===== config.mk =====
export PLATFORM = sky130hd
export DESIGN_NAME = fetch_refill_ctrl
export DESIGN_NICKNAME = d
export VERILOG_FILES = /design/src/rtl/fetch_refill_ctrl.sv
export SDC_FILE = /design/constraint.sdc
export NUM_CORES = 1
export LEC_CHECK = 0
export BUFFER_PORTS_ARGS = -buffer_cell sky130_fd_sc_hd__buf_2
export CAP_MARGIN = 15
export CORE_MARGIN = 8
export CORE_UTILIZATION = 42
export CTS_BUF_LIST = sky130_fd_sc_hd__clkbuf_4 sky130_fd_sc_hd__clkbuf_8
export DETAILED_ROUTE_END_ITERATION = 12
export PLACE_DENSITY = 0.78
export SYNTH_ARGS = -nofsm -noshare
export SYNTH_HDL_FRONTEND = slang
export SYNTH_SLANG_ARGS = --single-unit

===== constraint.sdc =====
create_clock -name clk -period 4.29 [get_ports clk]
set_clock_uncertainty 0.05 [all_clocks]
set_input_delay 0.2145 -clock clk [delete_from_list [all_inputs] [get_ports clk]]
set_output_delay 0.2145 -clock clk [all_outputs]
set_load 0.02 [all_outputs]

===== src/rtl/fetch_refill_ctrl.sv =====
// Fetch miss handler: turns one fetch miss into an uncached single-beat read or a 16-word
// line refill. Optional macro FETCH_REFILL_CRITICAL_WORD_FIRST_EN starts the burst at the missed word.
`default_nettype none

module fetch_refill_ctrl #(
    parameter int LINE_WORDS = 16
) (
    input  logic        clk,
    input  logic        reset,

    input  logic        miss_valid,
    output logic        miss_ready,
    input  logic [31:0] miss_addr,
    input  logic        miss_uncached,

    output logic        mem_ar_valid,
    input  logic        mem_ar_ready,
    output logic [31:0] mem_ar_addr,
    output logic [3:0]  mem_ar_len,
    output logic        mem_ar_wrap,

    input  logic        mem_r_valid,
    output logic        mem_r_ready,
    input  logic [31:0] mem_r_data,
    input  logic        mem_r_err,
    input  logic        mem_r_last,

    output logic        uncached_we,
    output logic [31:0] uncached_addr,
    output logic [35:0] uncached_din,

    output logic        refilled_reset,
    output logic        refilled_wea,
    output logic [31:0] refilled_addra,
    output logic        refilled_web,
    output logic [3:0]  refilled_addrb,
    output logic [35:0] refilled_dinb,

    input  logic        snoop_hit,
    input  logic [31:0] snoop_addr,

    output logic        busy
);

    localparam logic [1:0] S_IDLE  = 2'd0;
    localparam logic [1:0] S_CLEAR = 2'd1;
    localparam logic [1:0] S_AREQ  = 2'd2;
    localparam logic [1:0] S_DATA  = 2'd3;

    localparam logic [3:0] LINE_LAST = 4'(LINE_WORDS - 1);

    logic [1:0]  state_q, state_d;
    logic [31:0] req_addr_q, req_addr_d;
    logic        req_unc_q, req_unc_d;
    logic        kill_q, kill_d;
    logic [3:0]  beat_q, beat_d;

    logic        unc_we_q, unc_we_d;
    logic [31:0] unc_addr_q, unc_addr_d;
    logic [35:0] unc_din_q, unc_din_d;
    logic        web_q, web_d;
    logic [3:0]  addrb_q, addrb_d;
    logic [35:0] dinb_q, dinb_d;

    logic [3:0]  start_idx;
    logic        wrap_en;
    logic        is_line;
    logic        in_xfer;
    logic        snoop_match;
    logic        kill_now;
    logic        beat_acc;
    logic        last_beat;
    logic        ar_fire;
    logic [35:0] beat_word;
    logic [31:0] unc_word_addr;

`ifdef FETCH_REFILL_CRITICAL_WORD_FIRST_EN
    assign start_idx = req_addr_q[5:2];
    assign wrap_en   = 1'b1;
`else
    assign start_idx = 4'd0;
    assign wrap_en   = 1'b0;
`endif

    assign is_line       = ~req_unc_q;
    assign in_xfer       = (state_q == S_AREQ) || (state_q == S_DATA);
    assign snoop_match   = snoop_hit && is_line && in_xfer &&
                           (snoop_addr[12:6] == req_addr_q[12:6]);
    // A snoop in the current cycle already blocks this cycle's writes, not just later ones.
    assign kill_now      = kill_q | snoop_match;
    assign beat_acc      = (state_q == S_DATA) && mem_r_valid;
    assign last_beat     = beat_acc && (beat_q == (req_unc_q ? 4'd0 : LINE_LAST));
    assign ar_fire       = (state_q == S_AREQ) && mem_ar_ready;
    assign beat_word     = {mem_r_err, 3'b000, mem_r_data};
    assign unc_word_addr = {req_addr_q[31:2], 2'b00};

    // NOTE: every signal assigned here gets a default first, so no path leaves one unassigned
    // and no latch is inferred.
    always_comb begin
        state_d    = state_q;
        req_addr_d = req_addr_q;
        req_unc_d  = req_unc_q;
        beat_d     = beat_q;

        case (state_q)
            S_IDLE: begin
                if (miss_valid) begin
                    req_addr_d = miss_addr;
                    req_unc_d  = miss_uncached;
                    state_d    = miss_uncached ? S_AREQ : S_CLEAR;
                end
            end
            S_CLEAR: state_d = S_AREQ;
            S_AREQ: begin
                if (mem_ar_ready) begin
                    state_d = S_DATA;
                    beat_d  = 4'd0;
                end
            end
            S_DATA: begin
                if (beat_acc) begin
                    beat_d = beat_q + 4'd1;
                end
                // mem_r_last is deliberately ignored; the beat counter decides the end.
                if (last_beat) begin
                    state_d = S_IDLE;
                    beat_d  = 4'd0;
                end
            end
            default: state_d = S_IDLE;
        endcase

        kill_d = (state_d == S_IDLE) ? 1'b0 : kill_now;

        unc_we_d   = beat_acc && req_unc_q;
        unc_addr_d = unc_we_d ? unc_word_addr : 32'd0;
        unc_din_d  = unc_we_d ? beat_word : 36'd0;

        web_d      = beat_acc && is_line && !kill_now;
        addrb_d    = web_d ? (start_idx + beat_q) : 4'd0;
        dinb_d     = web_d ? beat_word : 36'd0;
    end

    // NOTE: sequential state uses non-blocking assignments so every register samples
    // the pre-edge values of the others.
    always_ff @(posedge clk or posedge reset) begin
        if (reset) begin
            state_q    <= S_IDLE;
            req_addr_q <= 32'd0;
            req_unc_q  <= 1'b0;
            kill_q     <= 1'b0;
            beat_q     <= 4'd0;
            unc_we_q   <= 1'b0;
            unc_addr_q <= 32'd0;
            unc_din_q  <= 36'd0;
            web_q      <= 1'b0;
            addrb_q    <= 4'd0;
            dinb_q     <= 36'd0;
        end else begin
            state_q    <= state_d;
            req_addr_q <= req_addr_d;
            req_unc_q  <= req_unc_d;
            kill_q     <= kill_d;
            beat_q     <= beat_d;
            unc_we_q   <= unc_we_d;
            unc_addr_q <= unc_addr_d;
            unc_din_q  <= unc_din_d;
            web_q      <= web_d;
            addrb_q    <= addrb_d;
            dinb_q     <= dinb_d;
        end
    end

    assign miss_ready     = (state_q == S_IDLE);
    assign busy           = (state_q != S_IDLE);
    assign refilled_reset = (state_q == S_CLEAR);

    assign mem_ar_valid   = (state_q == S_AREQ);
    assign mem_ar_addr    = (state_q != S_AREQ) ? 32'd0 :
                            req_unc_q ? unc_word_addr :
                                        {req_addr_q[31:6], start_idx, 2'b00};
    assign mem_ar_len     = ((state_q == S_AREQ) && is_line) ? LINE_LAST : 4'd0;
    assign mem_ar_wrap    = (state_q == S_AREQ) && is_line && wrap_en;

    // Tag write rides the AR handshake; CLEAR has already emptied the buffer.
    assign refilled_wea   = ar_fire && is_line && !kill_now;
    assign refilled_addra = refilled_wea ? req_addr_q : 32'd0;

    assign mem_r_ready    = (state_q == S_DATA);

    assign uncached_we    = unc_we_q;
    assign uncached_addr  = unc_addr_q;
    assign uncached_din   = unc_din_q;
    assign refilled_web   = web_q;
    assign refilled_addrb = addrb_q;
    assign refilled_dinb  = dinb_q;

    logic unused_ok;
    assign unused_ok = &{1'b0, mem_r_last};

endmodule

`default_nettype wire

### After elaboration in Yosys (flattened, before gate mapping)

Cells that the tools add are included.

| cells by class | value |
|---|---|
| add/subtract/negate cells | 1 |
| equal/unequal tests | 8 |
| mux-type cells | 19 |
| bitwise gates (word level) | 2 |
| reduce and logical (&&, ||, !) cells | 20 |

Operators by type and width:

| kind | count |
|---|---|
| $mux 32 | 3 |
| $mux 36 | 2 |
| $mux 4 | 6 |
| $logic_and 1x1->1 | 12 |
| $mux 2 | 4 |
| $pmux 2 s4 | 1 |
| $pmux 4 s2 | 1 |
| $eq 7x7->1 | 1 |
| $mux 6 | 1 |
| $add 4x1->4 const B | 1 |
| $eq 2x2->1 const B | 2 |
| $eq 4x4->1 | 1 |
| $logic_not 2->1 | 2 |
| $reduce_bool 2->1 | 2 |
| $ne 3x1->1 const B | 1 |
| $reduce_and 3->1 | 1 |
| $eq 2x1->1 const B | 1 |
| $ne 2x1->1 const B | 1 |
| $ne 2x2->1 const B | 1 |
| $reduce_and 2->1 | 1 |
| $logic_not 1->1 | 1 |
| $logic_or 1x1->1 | 1 |
| $mux 1 | 1 |
| $not 1->1 | 1 |
| $or 1x1->1 | 1 |

| word-level totals | value |
|---|---|
| register bits | 150 |
| input port bits | 105 |
| word-level logic and storage cells | 61 |

### Longest topological paths before layout

Gate-level depths: netlist of run 1.

| logic depth | value |
|---|---|
| depth after elaboration | 8 |
| mapped depth | 6 |
| depth with buffers taken out | 5 |

### Worst setup path after synthesis of run 1

No wires, ideal clock.

| timing | value |
|---|---|
| path kind | flip-flop to flip-flop |
| from | register state_q[1] |
| to | register req_addr_q[0] |
| library setup time | 0.125 ns |
| arrival time | 1.740 ns |
| required time | 4.115 ns |
| path slack | 2.375 ns |
| cell stages (with the launch flop) | 7 |
| clock period less this slack | 1.915 ns |
| cells stage by stage | dfrtp_1 -> or2_2 -> inv_1 -> and2_1 -> buf_4 -> buf_6 -> mux2_2 |

| between the ends | value |
|---|---|
| word-level cells in the longest chain between the ends | 2 |

RTL lines:

| item | line | source |
|---|---|---|
| start, declared | 52 | `logic [1:0] state_q, state_d;` |
| start signal, assigned | 160 | `state_q <= state_d;` |
| $logic_not 2->1 | -- |  |
| via miss_ready | 12 | `output logic miss_ready,` |
| $reduce_and 2->1 (no line) | -- |  |
| end signal, assigned | 161 | `req_addr_q <= req_addr_d;` |
| end, declared | 53 | `logic [31:0] req_addr_q, req_addr_d;` |

The timed path passes the listed nets, and every way through them passes these cells.
A chain may end at the register's enable or synchronous reset.

### Worst setup path in the final report of run 1

| timing | value |
|---|---|
| from | register req_unc_q |
| to | output refilled_addra[31] |

| between the ends | value |
|---|---|
| word-level cells in the longest chain between the ends | 8 |

RTL lines:

| item | line | source |
|---|---|---|
| start, declared | 54 | `logic req_unc_q, req_unc_d;` |
| start signal, assigned | 162 | `req_unc_q <= req_unc_d;` |
| $not 1->1 (*) | 85 | `assign is_line = ~req_unc_q;` |
| $logic_and 1x1->1 (3 in series) | 87 | `assign snoop_match = snoop_hit && is_line && in_xfer &&` |
| $or 1x1->1 | 90 | `assign kill_now = kill_q \| snoop_match;` |
| $logic_not 1->1 | 186 | `assign refilled_wea = ar_fire && is_line && !kill_now;` |
| $logic_and 1x1->1 (*) | 186 |  |
| $mux 32 (*) | 187 | `assign refilled_addra = refilled_wea ? req_addr_q : 32'd0;` |
| end, declared | 34 | `output logic [31:0] refilled_addra,` |

Every way passes the cells marked *; elsewhere a longest branch is shown, timed or not.

==> flow_metrics.tcl, run 1 <==
set metrics [dict create \
    cp-end-kind "output port" \
    powerDensity_mw_per_mm2 454.4 \
    ir_worst_vdd_mv 0.2419 \
    vias 4603 \
    crit_start "req_unc_q" \
    path_delay_family "buffers and inverters" \
    synth_top_area_cell "dfrtp_1" \
    gp_congestion 0.8500 \
    worstReg2RegStart "state_q[1]" \
    max_stage_delay_ns 0.54 \
    drtAntennaViolNets 0 \
    worstSetupPathType "reg -> out" \
    synthXorXnorAreaFrac 0.01096 \
    clk_pin_slew_ns 0.09 \
    clock_latency_ns 0.44 \
    min_path_type "in -> reg" \
    fin_nets 860 \
    grt_max_degree 108 \
    placed_area_mm2 0.006878 \
    synthDistinctLibCells 33 \
    area_growth_pct 42.86 \
    cts.sinks 142 \
    synth_area_leaders "dfrtp_1, and3_1, mux2_2, and2_1, clkbuf_1" \
    dp_hpwl_um 11050 \
    power_mw 3.631 \
    worst_pin_slew_ns 1.150 \
    wire_per_inst_um 18.01 \
    drcViolationCount 0 \
    final_max_slew_viol_count 0 \
    syn_area_mm2 0.005593 \
    r2r_end "req_addr_q[21]" \
    synth_compound_area_frac 0.01700 \
    syn_inst 449 \
    numCtsBuffers 17 \
    cp_data_required_time_ns 4.03 \
    maxCapViolations 0 \
    fin_area_mm2 0.007990 \
    first_global_vias 5027 \
    gr-total-overflow 0 \
    via_per_inst 4.871 \
    root_buffer "clkbuf_8" \
    reg2regPathDepth 5 \
    rows 42 \
    crit_chain "buf_4, nor2_1, o31a_2, buf_4, and3_1, buf_2" \
    ys_warn_count 0 \
    clock.fmax_mhz 332.9 \
    fin_util 0.6082 \
    die_y_um 131.4 \
    netlist.area_leader.share 0.6353 \
    drive_gt1_frac 0.4342 \
    r2r_slack_ns 1.74 \
    drtIter0Drc 306 \
    ys_seq_area_frac 0.6353 \
    synth_top_family_by_area "simple AND/OR/NAND/NOR gates" \
    synth_fa_ha_area_frac 0.002237 \
    cp_data_arrival_time_ns 2.74 \
    hold_end "kill_q" \
    track_usage 0.1969 \
    antenna_found_initial 2 \
    dr.pass1.iters 4 \
    p_leak_nw 4.942 \
    io_pins 290 \
    hold_violations 0 \
    holdPathStages 2 \
    muxShareOfSynthArea 0.06644 \
    core_area_mm2 0.01314 \
    fill_cells 1027 \
    setup_viol 0 \
    port_buffers 252 \
    tns_ns 0 \
    rsz0062_at_grt "false" \
    finalCritPeriodShare 0.7002 \
    cts_setup_buffers 0 \
    outcome "finished, final reports clean" \
    cts_buffer_depth 2 \
    worst-path-stages 6 \
    routed_wl_um 17020 \
    htreeDepth 4 \
    hold_start "miss_valid" \
    cts_tree "done" \
    setup.worst_path.start_class "flip-flop" \
    synth-simple-area-share 0.2134 \
    crit_buf_inv 3 \
    finalCriticalPeriod_ns 3.004 \
    dieArea_mm2 0.01726 \
    syn_avg_cell_area_um2 12.46 \
    relSlewSlack 0.2331 \
    die_width_um 131.4 \
    cp_slowest_cell "o31a_2" \
    ys_ff_latch 142 \
    crit_path_max_fanout 73 \
    grt_pass1_wl_um 27100 \
    initial_core_util 0.4257 \
    cpMostUsedCell "buf_4" \
]
==> repair_timing <==
action                                 4_1_cts  5_1_grt
endpoints found under the hold margin      206        0
resized for setup                            0        0
hold buffers                                69        0
==> report_power, final <==
group          internal (mW)  leakage [nW]  switching (mW)
clock                  0.477         0.192           0.564
sequential              1.51          1.94           0.117
combinational          0.343          2.82           0.616
total                   2.33          4.94            1.30
==> sequential cells by signal (all words and copies together) (netlist names) <==
signal	cells
beat_q	4
uncached_addr	30
state_q	2
uncached_we	1
req_addr_q	32
req_unc_q	1
refilled_web	1
refilled_dinb	33
uncached_din	33
refilled_addrb	4
kill_q	1
==> layout make-up <==
type | count | area (µm²) | area share
Sequential cell | 142 | 3555 | 0.4449
Inverter | 5 | 23.77 | 0.002975
Tap cell | 176 | 220.2 | 0.02756
Multi-Input combinational cell | 260 | 1780 | 0.2228
Clock inverter | 15 | 151.4 | 0.01895
Timing Repair Buffer | 328 | 2021 | 0.2529
Clock buffer | 17 | 234.0 | 0.02928
Antenna cell | 2 | 5.005 | 0.0006264
==> metrics by stage <==
step | setup slack [ns] | std cells | hold WS [ns]
3_5_place_dp | 1.717 | 840 | 0.3991
5_1_grt | 1.072 | 945 | 0.02959
4_1_cts | 1.257 | 941 | 0.02584
2_1_floorplan | 0.2159 | 459 | 0.3006
3_3_place_gp | 1.788 | 840 | 0.3962
6_report | 1.286 | 945 | 0.06050
==> synthesized netlist by cell type, drive strengths merged <==
master    n
dfrtp   142
and3    137
mux2     33
clkbuf   32
and2     30
buf      20
nand2    12
xnor2     7
inv       5
o21ai     5
nor2b     3
and3b     2
nand2b    2
nand4     2
nor2      2
a211o     1
a21oi     1
a22o      1
a22oi     1
conb      1
ha        1
nand3     1
nand3b    1
nor3      1
o221a     1
o22ai     1
o31a      1
o31ai     1
or2       1
or4b      1
==> how the worst max path moves through the flow <==
stage / to / slack, ns
6_report: refilled_addra[31] / 1.29
5_1_grt: refilled_addra[31] / 1.07
2_1_floorplan: beat_q[0] / 0.22
3_3_place_gp: req_addr_q[19] / 1.79
3_5_place_dp: req_addr_q[20] / 1.72
4_1_cts: refilled_addra[4] / 1.26
==> routing by layer <==
layer	vias to the layer above	track usage	part of all wire
met5	-	0	0
met4	0	0.07339	0.016
met3	16	0.08270	0.088
met2	215	0.3252	0.49
met1	2253	0.2238	0.41
li1	2119	-	-
==> cells in the final DEF, fill, tap and decap left out, types with 2 or more instances in the layout <==
cell	n
buf_2	252
dfrtp_1	141
and3_1	136
dlygate4sd3_1	69
mux2_2	33
and2_1	30
clkbuf_8	17
nand2_1	12
conb_1	11
xnor2_1	7
inv_6	6
o21ai_0	5
buf_4	5
inv_1	4
clkinv_4	4
diode_2	2
nor2b_1	2
nand2b_1	2
nand4_1	2
nor2_1	2
clkinvlp_4	2
inv_8	2
==> logic make-up (layout without fill, tap and decap cells) <==
kind of cell / after synthesis / count (layout)
AOI/OAI and AO/OA: 13 / 13
xor gates and xnor gates: 7 / 7
adders and majority gates: 1 / 1
buffers and inverters: 57 / 365
DFF: 142 / 142
muxes: 33 / 33
other: 1 / 13
and+or+nand+nor: 195 / 195
Power figures use the tool's default switching activity.
==> run 2: changes to the inputs <==
--- a/config.mk
+++ b/config.mk
@@ -5,13 +5,14 @@
 export SDC_FILE = /design/constraint.sdc
 export NUM_CORES = 1
 export LEC_CHECK = 0
+export ABC_AREA = 1
 export BUFFER_PORTS_ARGS = -buffer_cell sky130_fd_sc_hd__buf_2
 export CAP_MARGIN = 15
 export CORE_MARGIN = 8
 export CORE_UTILIZATION = 42
 export CTS_BUF_LIST = sky130_fd_sc_hd__clkbuf_4 sky130_fd_sc_hd__clkbuf_8
 export DETAILED_ROUTE_END_ITERATION = 12
-export PLACE_DENSITY = 0.78
+export PLACE_DENSITY = 0.79
 export SYNTH_ARGS = -nofsm -noshare
 export SYNTH_HDL_FRONTEND = slang
 export SYNTH_SLANG_ARGS = --single-unit
==> constraint.sdc (replaced) <==
create_clock -name clk -period 2.52 [get_ports clk]
set_clock_uncertainty 0.05 [all_clocks]
set_input_delay 0.126 -clock clk [delete_from_list [all_inputs] [get_ports clk]]
set_output_delay 0.126 -clock clk [all_outputs]
set_load 0.02 [all_outputs]
==> run 2 against run 1 <==
Compared with the run above: core utilization grew 1.4 points; synthesized cell count up 23%; flip-flop and latch count unchanged; non-clock buffer count rose by 1; final cell count rose by 12%; die area down 4.3%; critical path depth grew 4; critical endpoint is now refilled_addra[16]; largest cell class unchanged.
==> flow_metrics.tcl, run 2 <==
set metrics [dict create \
    wire_per_inst_um 15.47 \
    final_common_cell "buf_2" \
    gp_congestion 0.7784 \
    min_path_type "in -> reg" \
    worst_pin_slew_ns 0.7751 \
    antenna_cells 0 \
    crit_chain "inv_1, nand2_1, nor2_1, nand2_1, nor2_1, nand2_1, nand3_4, buf_12, nor2_1, buf_2" \
    port_buffers 252 \
    finalCritPeriodShare 0.8856 \
    worstReg2RegStart "req_unc_q" \
    ys_warn_count 0 \
    powerDensity_mw_per_mm2 1063 \
    via_per_inst 4.463 \
    cts.sinks 142 \
    clock.fmax_mhz 448.1 \
    drive_gt1_frac 0.3378 \
    hold_violations 0 \
    syn_avg_cell_area_um2 9.599 \
    tns_ns 0 \
    outcome "finished, final reports clean" \
    rows 41 \
    netlist.area_leader.share 0.6682 \
    core_area_mm2 0.01252 \
    grt_max_degree 143 \
    synth_top_area_cell "dfrtp_1" \
    yosysMostFrequentCell "nor2_1" \
    synth_area_leaders "dfrtp_1, nor2_1, inv_1, a21oi_1, buf_4" \
    synth_top_flop_cell "dfrtp_1" \
    final_cell_mix "buf_2, nor2_1, dfrtp_1, inv_1, dlygate4sd3_1" \
    p_leak_nw 4.750 \
    htreeDepth 4 \
    cp_data_arrival_time_ns 2.06 \
    cp-end-kind "output port" \
    io_pins 290 \
    die_width_um 128.5 \
    rsz0062_at_grt "false" \
    async_reset_ff_frac 1.000 \
    synth_edf_count 0 \
    dp_hpwl_um 10850 \
    track_usage 0.1979 \
    first_global_vias 4895 \
    antenna_found_initial 0 \
    ys_seq_area_frac 0.6682 \
    setup.worst_path.start_class "flip-flop" \
    dieArea_mm2 0.01652 \
    die_y_um 128.5 \
    syn_area_mm2 0.005318 \
    hold_start "mem_ar_ready" \
    grt_pass1_wl_um 25170 \
    hold_ws_ns 0.07152 \
    ir_worst_vdd_mv 0.4972 \
    fin_nets 982 \
    clk_pin_slew_ns 0.07 \
    root_buffer "clkbuf_8" \
    clock_latency_ns 0.42 \
    cp_data_required_time_ns 2.34 \
    vias 4731 \
    setup_viol 0 \
    routed_wl_um 16400 \
    worstSetupPathType "reg -> out" \
    dr.pass1.iters 4 \
    synthDistinctLibCells 21 \
    syn_inst 554 \
    drtIter0Drc 233 \
    numCtsBuffers 17 \
    drtAntennaViolNets 0 \
    max_stage_delay_ns 0.45 \
    cp_slowest_cell "dfrtp_1" \
    finalCriticalPeriod_ns 2.232 \
    crit_path_max_fanout 21 \
    drcViolationCount 0 \
    ys_top_cells_by_count "nor2_1, dfrtp_1, inv_1" \
    ys_ff_latch 142 \
    crit_start "req_unc_q" \
    relSlewSlack 0.4833 \
    initial_core_util 0.4248 \
    cts_buffer_depth 2 \
    maxCapViolations 0 \
    final_max_slew_viol_count 0 \
    gr-total-overflow 0 \
    fin_util 0.6220 \
    area_growth_pct 46.40 \
    cts_tree "done" \
]
-- run 2: cell count changes after synthesis, moves of 3 or more --
cell | previous run | this run
nor2_1 | 2 | 205
clkbuf_1 | 32 | 9
and2_1 | 30 | 0
inv_1 | 5 | 82
mux2_2 | 33 | 0
nand3_1 | 1 | 5
a21oi_1 | 1 | 34
nand2_1 | 12 | 28
buf_2 | 1 | 7
and3_1 | 137 | 0
nor2b_1 | 3 | 0
-- run 2: metal layers --
| metal | wire [µm] | GRT usage | up-vias | part of all wire |
|---|---|---|---|---|
| li1 | - | - | 2241 | - |
| met1 | 6386 | 0.2166 | 2235 | 0.39 |
| met2 | 8256 | 0.3488 | 235 | 0.50 |
| met3 | 1542 | 0.07737 | 20 | 0.094 |
| met4 | 216 | 0.05736 | 0 | 0.013 |
| met5 | 0 | 0 | - | 0 |
-- run 2: cells by family (layout without fill, tap and decap cells) --
| logic type | count (synthesis) | in the layout | synth area share |
|---|---|---|---|
| buf+inv | 121 | 445 | 0.1033 |
| fa+ha+maj | 1 | 1 | 0.002353 |
| simple gates | 245 | 245 | 0.1798 |
| flops | 142 | 142 | 0.6682 |
| xor+xnor | 6 | 6 | 0.009882 |
| compound gates | 38 | 38 | 0.03576 |
| other cells | 1 | 11 | 0.0007052 |
-- run 2: critical path, delay by kind of cell (launching register included) --
kind	cells	cell delay (ns)
simple gates	7	0.74
flops	1	0.45
buf+inv	3	0.44
-- run 2: path summary, 6_finish.rpt --
path	endpoint	slack [ns]	cells past startpoint
min in group asynchronous	refilled_dinb[9]	0.39	4
worst min register to register	uncached_addr[18]	0.47	2
worst max register to register	refilled_dinb[13]	0.68	9
worst min-delay path	state_q[0]	0.07	5
worst max-delay path	refilled_addra[16]	0.29	10
max in group asynchronous	req_addr_q[29]	1.41	4
-- run 2: metrics by stage --
stage,instance area [µm²],std cells,total power [mW],setup slack [ns]
3_5_place_dp,6698,959,6.529,0.5999
4_1_cts,7757,1059,8.291,0.1011
3_3_place_gp,6698,959,6.443,0.6596
2_1_floorplan,5359,564,5.337,0.5669
5_1_grt,7785,1060,8.793,0.07266
6_report,7785,1060,8.277,0.2882
-- run 2: layout make-up --
class	count	area [µm²]
Multi-Input combinational cell	301	1262
Sequential cell	142	3553
Inverter	85	322.8
Clock buffer	19	255.2
Fill cell	995	4732
Clock inverter	12	113.9
Timing Repair Buffer	329	2062
Tap cell	172	215.2
-- run 2: timing repair --
action	4_1_cts	5_1_grt
resized for setup	0	1
hold buffers	69	0
setup endpoints to repair	0	21
hold endpoints to repair	244	0
setup buffers	0	1
-- run 2: where the power goes --
part           switching, mW  leakage (nW)  internal [mW]
Combinational           2.47          2.73           1.06
Clock                  0.853         0.178          0.817
Sequential             0.224          1.84           2.86
==> run 3: changes to the inputs <==
--- a/config.mk
+++ b/config.mk
@@ -6,13 +6,13 @@
 export NUM_CORES = 1
 export LEC_CHECK = 0
 export ABC_AREA = 1
-export BUFFER_PORTS_ARGS = -buffer_cell sky130_fd_sc_hd__buf_2
 export CAP_MARGIN = 15
 export CORE_MARGIN = 8
-export CORE_UTILIZATION = 42
+export CORE_UTILIZATION = 55
 export CTS_BUF_LIST = sky130_fd_sc_hd__clkbuf_4 sky130_fd_sc_hd__clkbuf_8
 export DETAILED_ROUTE_END_ITERATION = 12
-export PLACE_DENSITY = 0.79
+export DONT_BUFFER_PORTS = 1
+export PLACE_DENSITY = 0.73
 export SYNTH_ARGS = -nofsm -noshare
 export SYNTH_HDL_FRONTEND = slang
 export SYNTH_SLANG_ARGS = --single-unit
==> run 3 against run 2 <==
Compared with the run above: maximum frequency is 1.6% lower; via count fell by 15%; routed wire length decreased by 9.7%; final cell count fell by 25%; core utilization increased by 7.9 points; register-to-register slack got worse by 0.24 ns; combinational power down 30%; die area is 21% lower; worst hold slack worse by 0.018 ns; first-iteration DRC count up 47%; power decreased by 4.8%; largest cell class unchanged; largest power group is now registers; highest routed layer unchanged.
==> flow_metrics.tcl, run 3 (synthesized netlist as in run 2, its figures left out) <==
set metrics [dict create \
    finalCriticalPeriod_ns 2.267 \
    core_area_mm2 0.009594 \
    final_max_slew_viol_count 0 \
    pwr-share-clk 0.231 \
    crit_path_max_fanout 33 \
    worst_pin_slew_ns 0.7032 \
    root_buffer "clkbuf_8" \
    dieArea_mm2 0.01307 \
    internal_power_mw 4.467 \
    die_width_um 114.3 \
    rows 36 \
    ir_worst_vdd_mv 0.6356 \
    finalCritPeriodShare 0.8996 \
    relSlewSlack 0.5312 \
    wl_met1_um 5427 \
    first_global_vias 4331 \
    cp-end-kind "output port" \
    power_frac_seq 0.454 \
    routed_wl_um 14820 \
    worstSetupPathType "reg -> out" \
    rsz0062_at_grt "false" \
    clock.fmax_mhz 441.1 \
    topRoutingLayerUsed "met4" \
    vias 4033 \
    initial_core_util 0.5543 \
    fin_nets 758 \
    gp_congestion 0.8252 \
    area_growth_pct 26.45 \
    antenna_cells 0 \
    min_path_type "in -> reg" \
    dr.pass1.iters 5 \
    clk_pin_slew_ns 0.07 \
    numCtsBuffers 17 \
    final_cell_mix "nor2_1, dfrtp_1, inv_1, dlygate4sd3_1, a21oi_1" \
    setup.worst_path.start_class "flip-flop" \
    tns_ns 0 \
    cp_data_required_time_ns 2.34 \
    wire_per_inst_um 18.57 \
    drtIter0Drc 342 \
    track_usage 0.2280 \
    hold_violations 0 \
    drive_gt1_frac 0.1098 \
    grt_pass1_wl_um 22890 \
    htreeDepth 4 \
    drtAntennaViolNets 0 \
    final_common_cell "nor2_1" \
    powerDensity_mw_per_mm2 1172 \
    die_y_um 114.3 \
    cts_setup_buffers 0 \
    wl_met2_um 7376 \
    gr-total-overflow 0 \
    cts_buffer_depth 2 \
    drcViolationCount 0 \
    via_per_inst 5.054 \
    p_sw_mw 3.412 \
    outcome "finished, final reports clean" \
    grt_max_degree 143 \
    cts_tree "done" \
    cts.sinks 142 \
    dp_hpwl_um 9396 \
    p_leak_nw 3.697 \
    clock_latency_ns 0.43 \
    maxCapViolations 0 \
    p_comb_frac 0.315 \
    p_sw_frac 0.4331 \
    cp_data_arrival_time_ns 2.09 \
    port_buffers 0 \
    setup_viol 0 \
    hold_ws_ns 0.05311 \
    fill_cells 655 \
    antenna_found_initial 0 \
    met3_length_um 1579 \
    io_pins 290 \
]
## run 3: cell count changes in the layout (fill, tap and decap cells not counted), sizes merged
cell,delta
buf,-228
clkbuf,+1
clkinv,+1
clkinvlp,-1
inv,-1
bufinv,+1
dlygate4sd3,+4
## run 3: final timing paths
kind | slack [ns] | cells after the start | endpoint | from
hold / removal | 0.05 | 4 | req_unc_q | miss_valid
hold reg to reg | 0.48 | 2 | uncached_addr[25] | req_addr_q[25]
min in group asynchronous | 0.36 | 3 | uncached_din[4] | reset
setup reg to reg | 0.44 | 9 | kill_q | state_q[0]
max in group asynchronous | 1.55 | 3 | state_q[1] | reset
setup / recovery | 0.25 | 7 | refilled_addra[4] | state_q[1]
## run 3: stage by stage
stage | utilization | power (mW) | worst slack [ns] | cell area [µm²] | std cells
5_1_grt | 0.7008 | 8.293 | 0.03985 | 6724 | 798
3_5_place_dp | 0.5824 | 5.952 | 0.6512 | 5588 | 693
3_3_place_gp | 0.5824 | 5.854 | 0.7095 | 5588 | 693
2_1_floorplan | - | 5.337 | 0.5669 | 5359 | 564
4_1_cts | 0.7004 | 7.864 | 0.1499 | 6720 | 798
6_report | 0.7008 | 7.879 | 0.2530 | 6724 | 798
## run 3: power by group through the flow
stage                     registers (mW)  clock network (mW)  logic, mW
after floorplan                     3.50                   0       1.84
after global placement              3.59                   0       2.26
after global routing                3.63                1.95       2.71
after detailed placement            3.62                   0       2.33
final                               3.58                1.82       2.48
after CTS                           3.58                1.84       2.44
## run 3: what timing repair did
action	in CTS	in global routing
setup endpoints to repair	0	19
hold buffers	73	0
endpoints found under the hold margin	245	0
gates resized for setup	0	1
## run 3: cell type report
class | count | area [µm²] | area share
Clock buffer | 20 | 262.8 | 0.03908
Sequential cell | 142 | 3553 | 0.5285
Inverter | 85 | 322.8 | 0.04801
Timing Repair Buffer | 105 | 1025 | 0.1524
Tap cell | 133 | 166.4 | 0.02475
Clock inverter | 12 | 138.9 | 0.02065
Multi-Input combinational cell | 301 | 1255 | 0.1866
## run 3: layer usage
layer	vias to the layer above	GRT usage
li1	1794	-
met1	1947	0.2458
met2	253	0.3801
met3	39	0.09599
met4	0	0.1100
met5	-	0
## run 3: critical path, stage by stage (launching register included)
cell and delay, ns:
dfrtp_1 0.42, inv_2 0.07, nor2_4 0.20, nand2_1 0.15, nor2_1 0.15, nand3_2 0.10, buf_6 0.19, nor2_1 0.38
